==> config.mk <==
export PLATFORM = sky130hd
export DESIGN_NAME = revelar_cascada
export DESIGN_NICKNAME = d
export VERILOG_FILES = /design/src/rtl/buscaminas_pkg.sv /design/src/rtl/revelar_cascada_cola_coord.sv /design/src/rtl/revelar_cascada.sv
export SDC_FILE = /design/constraint.sdc
export NUM_CORES = 1
export LEC_CHECK = 0
export CAP_MARGIN = 20
export CORE_AREA = 2 2 265 267
export CTS_BUF_LIST = sky130_fd_sc_hd__clkbuf_8
export CTS_CLUSTER_DIAMETER = 200
export CTS_CLUSTER_SIZE = 8
export DETAILED_ROUTE_END_ITERATION = 7
export DIE_AREA = 0 0 267 269
export SYNTH_ARGS = -nofsm -noshare
export SYNTH_HDL_FRONTEND = slang
export SYNTH_SLANG_ARGS = --single-unit
==> constraint.sdc <==
create_clock -name clk -period 8.1 [get_ports clk]
set_input_delay 1.62 -clock clk [delete_from_list [all_inputs] [get_ports clk]]
set_output_delay 1.62 -clock clk [all_outputs]
set_load 0.02 [all_outputs]
==> src/rtl/buscaminas_pkg.sv <==
// ---------------------------------------------------------------------------
// buscaminas_pkg
//   Shared definitions for the 8x8 minesweeper board logic.
//   - Board geometry: N (side), IDX_W (coordinate width), QDEPTH (N*N).
//   - Cell bit positions inside the 7-bit board word:
//       [3:0] adjacent bomb count, [4] bomb, [5] revealed, [6] flag.
//   - state_t : flood-fill controller states.
//   - coord_t : packed {i (row), j (column)} coordinate.
//   - off_di / off_dj : neighbour offset table, index k = 0..7 in the
//     order N, E, S, W, NE, SE, SW, NW.
//   - cell_idx : flat bitmap index of a coordinate.
// ---------------------------------------------------------------------------
package buscaminas_pkg;

  localparam int N      = 8;
  localparam int IDX_W  = 3;
  localparam int QDEPTH = N * N;

  localparam int CELL_W     = 7;
  localparam int CNT_LSB    = 0;
  localparam int CNT_MSB    = 3;
  localparam int BOMB_BIT   = 4;
  localparam int REVEAL_BIT = 5;
  localparam int FLAG_BIT   = 6;

  typedef enum logic [2:0] {
    IDLE   = 3'd0,
    POP    = 3'd1,
    CHECK  = 3'd2,
    EXPAND = 3'd3,
    DONE   = 3'd4
  } state_t;

  typedef struct packed {
    logic [IDX_W-1:0] i;
    logic [IDX_W-1:0] j;
  } coord_t;

  // Signed offsets are IDX_W+1 bits wide so that a step off either edge of
  // the board shows up in the sign bit instead of wrapping to a valid index.
  localparam logic signed [IDX_W:0] D_NEG  = '1;
  localparam logic signed [IDX_W:0] D_ZERO = '0;
  localparam logic signed [IDX_W:0] D_POS  = {{IDX_W{1'b0}}, 1'b1};

  // Row offset: N, NE, NW go up; S, SE, SW go down; E, W stay.
  function automatic logic signed [IDX_W:0] off_di(input logic [2:0] k);
    case (k)
      3'd0, 3'd4, 3'd7: off_di = D_NEG;
      3'd2, 3'd5, 3'd6: off_di = D_POS;
      default:          off_di = D_ZERO;
    endcase
  endfunction

  // Column offset: E, NE, SE go right; W, SW, NW go left; N, S stay.
  function automatic logic signed [IDX_W:0] off_dj(input logic [2:0] k);
    case (k)
      3'd1, 3'd4, 3'd5: off_dj = D_POS;
      3'd3, 3'd6, 3'd7: off_dj = D_NEG;
      default:          off_dj = D_ZERO;
    endcase
  endfunction

  // N is a power of two, so row-major index i*N + j is just {i, j}.
  function automatic logic [2*IDX_W-1:0] cell_idx(input coord_t c);
    cell_idx = {c.i, c.j};
  endfunction

endpackage

==> src/rtl/revelar_cascada_cola_coord.sv <==
// ---------------------------------------------------------------------------
// cola_coord
//   Synchronous FIFO of board coordinates used as the breadth-first queue.
//   Storage is an inferred RAM array; the head is a registered read that is
//   loaded on pop, so it is valid from the cycle after the pop and holds
//   until the next pop.
// Ports:
//   clk, rst   clock, synchronous active-high reset (empties the queue)
//   push       write push_data at the tail this cycle
//   push_data  coordinate to enqueue
//   pop        remove the front entry and load it into head (ignored if empty)
//   empty      queue holds no entries
//   head       last popped coordinate
// The controller never pushes more than DEPTH entries per run, so there is
// no full flag.
// ---------------------------------------------------------------------------
module cola_coord
  import buscaminas_pkg::*;
#(
  parameter int DEPTH = QDEPTH
) (
  input  logic   clk,
  input  logic   rst,
  input  logic   push,
  input  coord_t push_data,
  input  logic   pop,
  output logic   empty,
  output coord_t head
);

  localparam int AW = $clog2(DEPTH);

  coord_t      mem [DEPTH];
  coord_t      head_q;
  // One extra pointer bit distinguishes full from empty.
  logic [AW:0] wr_ptr_q, wr_ptr_d;
  logic [AW:0] rd_ptr_q, rd_ptr_d;
  logic        do_pop;

  assign empty  = (wr_ptr_q == rd_ptr_q);
  assign do_pop = pop && !empty;
  assign head   = head_q;

  always_comb begin
    wr_ptr_d = wr_ptr_q;
    rd_ptr_d = rd_ptr_q;
    if (push) begin
      wr_ptr_d = wr_ptr_q + 1'b1;
    end
    if (do_pop) begin
      rd_ptr_d = rd_ptr_q + 1'b1;
    end
  end

  always_ff @(posedge clk) begin
    if (rst) begin
      wr_ptr_q <= '0;
      rd_ptr_q <= '0;
    end else begin
      wr_ptr_q <= wr_ptr_d;
      rd_ptr_q <= rd_ptr_d;
    end
  end

  // RAM write port; contents need no reset because the pointers define
  // which entries are live.
  always_ff @(posedge clk) begin
    if (push) begin
      mem[wr_ptr_q[AW-1:0]] <= push_data;
    end
  end

  // Registered RAM read port.
  always_ff @(posedge clk) begin
    if (rst) begin
      head_q <= '0;
    end else if (do_pop) begin
      head_q <= mem[rd_ptr_q[AW-1:0]];
    end
  end

endmodule

==> src/rtl/revelar_cascada.sv <==
// ---------------------------------------------------------------------------
// revelar_cascada
//   Flood-fill reveal controller for the 8x8 minesweeper board register.
//   On start it reveals the selected cell; a zero-count cell is expanded
//   breadth-first through a coordinate queue until every zero region is
//   bounded. One board read and at most one board write per cycle.
//
// Build option:
//   FLOOD_DIAG_EN  defined   -> expand all 8 neighbours (N,E,S,W,NE,SE,SW,NW)
//                  undefined -> expand only N,E,S,W
//
// Ports:
//   clk, rst           clock, synchronous active-high reset
//   start              one-cycle request, accepted only in IDLE
//   i_inicio/j_inicio  selected cell row/column
//   rd_i/rd_j          board read address (cell under test in CHECK)
//   rd_data            combinational board word at (rd_i, rd_j)
//   wr_en, wr_i, wr_j  set revealed bit of (wr_i, wr_j) at next edge
//   busy               high from the cycle after an accepted start until done
//   done               one-cycle completion pulse
//   reveal_cnt         cells revealed by the last cascade
// ---------------------------------------------------------------------------
module revelar_cascada
  import buscaminas_pkg::*;
#(
  parameter int N      = buscaminas_pkg::N,
  parameter int IDX_W  = buscaminas_pkg::IDX_W,
  parameter int QDEPTH = buscaminas_pkg::QDEPTH
) (
  input  logic              clk,
  input  logic              rst,
  input  logic              start,
  input  logic [IDX_W-1:0]  i_inicio,
  input  logic [IDX_W-1:0]  j_inicio,
  output logic [IDX_W-1:0]  rd_i,
  output logic [IDX_W-1:0]  rd_j,
  input  logic [CELL_W-1:0] rd_data,
  output logic              wr_en,
  output logic [IDX_W-1:0]  wr_i,
  output logic [IDX_W-1:0]  wr_j,
  output logic              busy,
  output logic              done,
  output logic [6:0]        reveal_cnt
);

`ifdef FLOOD_DIAG_EN
  localparam logic [2:0] K_LAST = 3'd7;
`else
  localparam logic [2:0] K_LAST = 3'd3;
`endif

  state_t            state_q, state_d;
  logic [2:0]        k_q, k_d;
  logic [N*N-1:0]    visited_q, visited_d;
  logic [6:0]        reveal_cnt_q, reveal_cnt_d;
  logic              busy_q, busy_d;
  logic              done_q, done_d;

  logic              push, pop, q_empty, wr_req;
  coord_t            push_data, head, start_coord, nbr;
  logic signed [IDX_W:0] ni, nj;
  logic              nbr_in_range;
  logic              cell_blocked, cell_zero;

  cola_coord #(
    .DEPTH (QDEPTH)
  ) u_cola (
    .clk       (clk),
    .rst       (rst),
    .push      (push),
    .push_data (push_data),
    .pop       (pop),
    .empty     (q_empty),
    .head      (head)
  );

  assign start_coord = '{i: i_inicio, j: j_inicio};

  // The head register is the cell under inspection for both CHECK and
  // EXPAND, so it drives the read and write addresses directly.
  assign rd_i = head.i;
  assign rd_j = head.j;
  assign wr_i = head.i;
  assign wr_j = head.j;

  assign cell_blocked = rd_data[FLAG_BIT] | rd_data[BOMB_BIT] | rd_data[REVEAL_BIT];
  assign cell_zero    = (rd_data[CNT_MSB:CNT_LSB] == '0);

  // Neighbour k of the head cell. N is 2**IDX_W, so stepping past N-1 or
  // below 0 always lands in the sign bit: the range check is exact.
  assign ni           = $signed({1'b0, head.i}) + off_di(k_q);
  assign nj           = $signed({1'b0, head.j}) + off_dj(k_q);
  assign nbr_in_range = ~ni[IDX_W] & ~nj[IDX_W];
  assign nbr          = '{i: ni[IDX_W-1:0], j: nj[IDX_W-1:0]};

  // A reset sampled in the same cycle must not let a write land.
  assign wr_en = wr_req & ~rst;

  assign busy       = busy_q;
  assign done       = done_q;
  assign reveal_cnt = reveal_cnt_q;

  always_comb begin
    state_d      = state_q;
    k_d          = k_q;
    visited_d    = visited_q;
    reveal_cnt_d = reveal_cnt_q;
    busy_d       = busy_q;
    done_d       = 1'b0;
    push         = 1'b0;
    push_data    = nbr;
    pop          = 1'b0;
    wr_req       = 1'b0;

    case (state_q)
      IDLE: begin
        if (start) begin
          push         = 1'b1;
          push_data    = start_coord;
          visited_d    = '0;
          visited_d[cell_idx(start_coord)] = 1'b1;
          reveal_cnt_d = '0;
          busy_d       = 1'b1;
          state_d      = POP;
        end
      end

      POP: begin
        if (q_empty) begin
          busy_d  = 1'b0;
          done_d  = 1'b1;
          state_d = DONE;
        end else begin
          pop     = 1'b1;
          state_d = CHECK;
        end
      end

      CHECK: begin
        if (cell_blocked) begin
          state_d = POP;
        end else begin
          wr_req       = 1'b1;
          reveal_cnt_d = reveal_cnt_q + 7'd1;
          if (cell_zero) begin
            k_d     = '0;
            state_d = EXPAND;
          end else begin
            state_d = POP;
          end
        end
      end

      EXPAND: begin
        // Marking at push time keeps every cell in the queue at most once,
        // which bounds the queue at N*N entries.
        if (nbr_in_range && !visited_q[cell_idx(nbr)]) begin
          push = 1'b1;
          visited_d[cell_idx(nbr)] = 1'b1;
        end
        if (k_q == K_LAST) begin
          state_d = POP;
        end else begin
          k_d = k_q + 3'd1;
        end
      end

      DONE: begin
        state_d = IDLE;
      end

      default: begin
        state_d = IDLE;
      end
    endcase
  end

  always_ff @(posedge clk) begin
    if (rst) begin
      state_q      <= IDLE;
      k_q          <= '0;
      visited_q    <= '0;
      reveal_cnt_q <= '0;
      busy_q       <= 1'b0;
      done_q       <= 1'b0;
    end else begin
      state_q      <= state_d;
      k_q          <= k_d;
      visited_q    <= visited_d;
      reveal_cnt_q <= reveal_cnt_d;
      busy_q       <= busy_d;
      done_q       <= done_d;
    end
  end

endmodule

### Word level (Yosys, flattened, before mapping)

Memory sizes are Yosys's and may differ from the RTL's. A register that Yosys moved wholly into a read port is not among the register bits.
Index checks and enable logic that the tools add are counted.

* latch bits: 0
* bits in writable memories: 384
* memories kept: 1
* word-level logic and storage cells: 108
* register bits: 93
* ROM bits: 0
* input bits: 16
* output and inout port bits: 22

* shift-type cells: 0
* bitwise logic cells: 9
* mux-type cells: 39
* div/mod/pow operators: 0
* equal/unequal tests: 18
* add/subtract/negate cells: 6
* multiply operators: 0
* reductions and logical operators: 23
* $lt $le $gt $ge: 4

Memory list
* u_cola.mem: depth 64, width 6, read ports 1, clocked after Yosys merged registers in 1, wr ports 1, RTL line revelar_cascada_cola_coord.sv:33 `coord_t mem [DEPTH];`

Operators with widths (number)
* $mux W64: 2
* $pmux W64 S2: 1
* $or A64 B64 Y64: 1
* $add A7 B1 Y7 const B: 3
* $mux W3: 6
* $pmux W4 S2: 2
* $lt A6 B7 Y1 const B: 2
* $mux W1: 14
* $mux W7: 2
* $pmux W7 S2: 1
* $demux W1 S6: 2
* $eq A3 B2 Y1 const B: 4
* $eq A3 B3 Y1 const B: 4
* $ge A6 B1 Y1 const B: 2
* $mux W6: 2
* $ne A2 B2 Y1 const B: 6
* $pmux W3 S4: 1
* $reduce_or A3 Y1: 4
* $reduce_and A3 Y1: 3
* $add A4 B4 Y4: 2
* $reduce_bool A2 Y1: 4
* $eq A7 B7 Y1: 1
* $bmux W1 S6: 1
* $eq A3 B1 Y1 const B: 2
* other kinds (15): 27

### Logic depth before layout (Yosys ltp)

* depth after elaboration: 12
* depth in mapped cells: 17
* mapped depth without buffers: 15

### Hierarchy

From an unflattened synthesis, not the netlist that was laid out.

* cells, all modules: 1570
* area total of the unflattened synthesis: 22271.4 um^2

Modules (own cells, without submodules)
* cola_coord: cells each 858, times used 1, area each 16184.3 um^2, sequential area each 11931.4 um^2
* revelar_cascada: cells each 712, times used 1, area each 6087.1 um^2, sequential area each 1581.5 um^2

### Worst setup path before layout

Ideal clock, no wire load.

* path type: input to register
* start: input port start
* end: memory u_cola.mem[0][5] (netlist name), data pin
* path buffers: 3
* data required time: 7.398 ns
* cell stages on the path: 6
* arrival: 4.973 ns
* setup slack: 2.425 ns
* library setup time: 0.702 ns
* cells stage by stage: nor2b_1 > and2_1 > clkbuf_1 > clkbuf_1 > buf_1 > o21ai_0

RTL lines
* start: declaration: RTL line revelar_cascada.sv:32 `input logic start,`
* end: declaration: RTL line revelar_cascada_cola_coord.sv:33

### Worst setup path in the final report

* start: register k_q[0]
* end: memory u_cola.mem[39][5] (netlist name), enable pin

* longest elaborated chain between the ends: 12
* elaborated cells between the ends (all ways): 27
* classes of those cells: add/sub (2); eq/ne (7); mux (8); bitwise (3); reduce/logical (7)

Ends and longest elaborated chain
* start: declaration: RTL line revelar_cascada.sv:53 `logic [2:0] k_q, k_d;`
* start signal: assignment: RTL line revelar_cascada.sv:188 `k_q <= k_d;`
* $eq A3 B2 Y1 (tied with other cells): RTL line buscaminas_pkg.sv:56 `case (k)`
* $reduce_or A3 Y1 (on tied branches): RTL line buscaminas_pkg.sv:56, buscaminas_pkg.sv:47
* $pmux W4 S2 (on tied branches): RTL line buscaminas_pkg.sv:56, buscaminas_pkg.sv:47
* $add A4 B4 Y4 (on tied branches): RTL line revelar_cascada.sv:92, revelar_cascada.sv:91
* $bmux W1 S6: RTL line revelar_cascada.sv:157 `if (nbr_in_range && !visited_q[cell_idx(nbr)]) begin`
* $mux W1 (not written as such): RTL line revelar_cascada.sv:157
* $logic_not A1 Y1: RTL line revelar_cascada.sv:157
* $logic_and A1 B1 Y1 (*): RTL line revelar_cascada.sv:157
* $mux W1 (*): RTL line revelar_cascada.sv:157
* $pmux W1 S2 (*): RTL line revelar_cascada.sv:115 `case (state_q)`
* $mux W1 (*): RTL line revelar_cascada_cola_coord.sv:68 `if (push) begin`
* $mux W1 (not written as such) (*): RTL line revelar_cascada_cola_coord.sv:69 `mem[wr_ptr_q[AW-1:0]] <= push_data;`

Every way passes the cells marked *; elsewhere a longest branch is shown, timed or not. The select of a mux whose other input is x is not followed.

==> impl_metrics.yaml <==
timing:
  slew_violations: 0
  finalCritPeriodShare: 0.825
  fin_tns_setup_ps: 0
  hold_viol_final: 0
  final.setup_skew_ps: 45.5
  setup_viol: 0
  slew_headroom: 0.284
  period_minus_slack_ps: 6680
  tightest_slew_ps: 1070
  fmax_mhz: 150
  rsz0062_at_grt: "no"
setup_path:
  worstRegToRegCells: 16
  cpMostUsedCell: "ha_1"
  slowest_delay_ps: 780
  start_kind: "flop"
  rrSetupSlack_ps: 1420
  crit_family: "simple AND/OR/NAND/NOR gates"
  crit_arrival_ps: 6960
  cp_num_buf_inv: 3
  crit_required_ps: 8370
  critPathSlowestCell: "nand4_2"
  path_cells: "ha_1 > ha_1 > a211oi_1 > nand2_1 > ha_1 > inv_1 > fa_1 > buf_4 > mux4_2 > mux2i_1 > nor3_1 > or4_4 > o21ai_4 > buf_4 > nand4_2 > nor2_1"
  cp-end-kind: "flop"
  worstPathMaxFanout: 67
  cp.depth: 16
  crit_type: "reg2reg"
route:
  drt_wl_total_um: 51200
  drt_pass1_iterations: 5
  ant_nets: 0
  dr.first_iter.drc_count: 1214
  post_drt_wl_per_cell_um: 22.0
  vias: 11930
  via_per_inst: 5.13
  drc_errors: 0
yosys:
  ys_types: 58
  yosys-top-cells-count: "edfxtp_1, nor2_1, mux4_2, dfxtp_1, a21oi_1"
  synthCells: 1324
  synth_nets: 1356
  synthMostInstantiatedCell: "edfxtp_1"
  synthTopCellsByArea: "edfxtp_1, mux4_2, dfxtp_1"
  synthFlopType: "edfxtp_1"
  ys_ff_latch: 483
  yosysTopAreaCellShare: 0.562
  yosysTopAreaCell: "edfxtp_1"
  syn_area_mm2: 0.0205
  syn_avg_cell_area_um2: 15.5
  synthArstFlopShare: 0
  synth-edff-count: 384
  yosys_warnings: 0
  seq_area_frac_synth: 0.658
die:
  die_h_um: 269
  num_rows: 97
  dieArea_mm2: 0.0718
  die_w_um: 267
  initial_core_util: 0.296
  ios: 38
  core_mm2: 0.0693
clock_tree:
  cts.htree.levels: 3
  cts_buffers: 70
  path_clk_slew_ps: 70
  cts_setup_buffers: 0
  root_buffer: "clkbuf_8"
  cts_tree: "yes"
  insertion_delay_ps: 650
  cts.sinks: 483
  ctsHoldBuffers: 0
  clockBufferDepth: 3
  cts.repair.resized: 0
grt:
  grt-ovfl-total: 0
  grt_pass1_wl_um: 78000
  grt_max_degree: 77
  antenna_found_initial: 0
  grt_use_total: 0.145
  grt_pass1_vias: 12193
pwr:
  p_sw_mw: 1.28
  p_total_mw: 5.06
  peakVddDrop_mv: 0.123
  power_frac_comb: 0.102
  seqPwrFrac: 0.556
  p_per_area_mw_per_mm2: 220
  clockPowerShare: 0.342
  power_leakage_nw: 6.92
  power.internal_mw: 3.78
  switching_share: 0.254
flow_run:
  cap_viol_max_count: 0
placement:
  hpwlAfterDp_um: 30800
  routabilityCongestion: 0.830
  io_buffers: 37
worst_hold_path:
  hp-class: "reg2reg"
  whs_path_depth: 1
finish:
  drive_gt1_frac: 0.189
  diodes: 0
  nets: 1388
  syn_to_final_growth_pct: 12.2
status:
  status: "finished clean"
## sequential cells by signal, summed over array words and instances (netlist names)
signal           cells
u_cola.mem         384
visited_q           64
reveal_cnt           7
u_cola.rd_ptr_q      7
u_cola.wr_ptr_q      7
u_cola.head          6
k_q                  3
state_q              3
busy                 1
done                 1
## cell usage in the layout (no fill, tap or decap), drive strengths merged, types with 3 or more instances in the layout
| master | Yosys | final |
|---|---|---|
| nor2b | 7 | 7 |
| nand3 | 12 | 12 |
| nor3 | 81 | 81 |
| or3b | 3 | 3 |
| o21ai | 5 | 5 |
| edfxtp | 384 | 384 |
| clkbuf | 60 | 73 |
| and2 | 3 | 3 |
| a21oi | 90 | 90 |
| or4 | 3 | 3 |
| xor2 | 14 | 14 |
| clkdlybuf4s50 | 0 | 36 |
| ha | 15 | 15 |
| mux4 | 134 | 134 |
| inv | 8 | 34 |
| buf | 36 | 20 |
| nand3b | 9 | 9 |
| nand4b | 4 | 4 |
| or3 | 7 | 7 |
| nand4 | 5 | 5 |
| mux2i | 10 | 10 |
| a22oi | 12 | 12 |
| nor2 | 175 | 175 |
| nor4 | 4 | 4 |
| xnor2 | 11 | 11 |
| o22a | 65 | 65 |
| nand2 | 38 | 38 |
| mux2 | 5 | 5 |
| dfxtp | 99 | 99 |
## worst paths after layout
kind                                  from                end
worst max register to register      k_q[0]  u_cola.mem[39][5]
worst min-delay path            state_q[2]         state_q[0]
worst min register to register  state_q[2]         state_q[0]
worst max-delay path                k_q[0]  u_cola.mem[39][5]
## logic make-up after synthesis
family / count (synthesis) / synth area share
AO/OA/AOI/OAI: 184 / 0.0606
adder cells (fa/ha/maj): 16 / 0.0101
multiplexers: 149 / 0.155
AND/OR/NAND/NOR: 363 / 0.0828
flip-flops: 483 / 0.658
buffers and inverters: 104 / 0.0222
XOR/XNOR: 25 / 0.0114
## power by group through the flow
stage                     logic (mW)  clock network, mW  registers [mW]
after CTS                      0.525               1.78            2.82
after floorplan                0.345                  0            2.85
final                          0.518               1.73            2.81
after global placement         0.522                  0            2.87
after global routing           0.563               1.88            2.82
after detailed placement       0.523                  0            2.87
## worst reg2reg max path, delay by kind of cell, from the launching register on
kind            cells  cell delay (ps)
simple gates        5             2290
fa+ha+maj           4             1340
buf+inv             3              970
compound gates      2              800
mux                 2              570
flops               1              350
## area by class of cell
| class | count | area (µm²) |
|---|---|---|
| clock buffer | 73 | 1000 |
| timing repair buffer | 56 | 531 |
| inverter | 8 | 30.0 |
| fill | 6598 | 46300 |
| sequential | 483 | 13500 |
| tap | 940 | 1180 |
| multi-input combinational | 737 | 6630 |
| clock inverter | 28 | 141 |
## metal layers
layer	wire length, µm	GRT usage	vias up	share of wire
li1	-	-	5228	-
met1	21300	0.188	6147	0.42
met2	25600	0.246	477	0.50
met3	3220	0.0262	78	0.063
met4	1070	0.0474	0	0.021
met5	0	0	-	0
## stage by stage
stage,utilization,hold slack [ps],std cells,setup WS [ps],instance area (µm²)
global route,0.332,515,2325,1100,23000
CTS,0.332,494,2324,1390,23000
finish,0.332,479,2325,1420,23000
global placement,0.315,458,2223,1580,21900
detailed placement,0.315,469,2223,1400,21900
floorplan,-,439,1324,2420,20500
(Power assumes the default switching activity.)
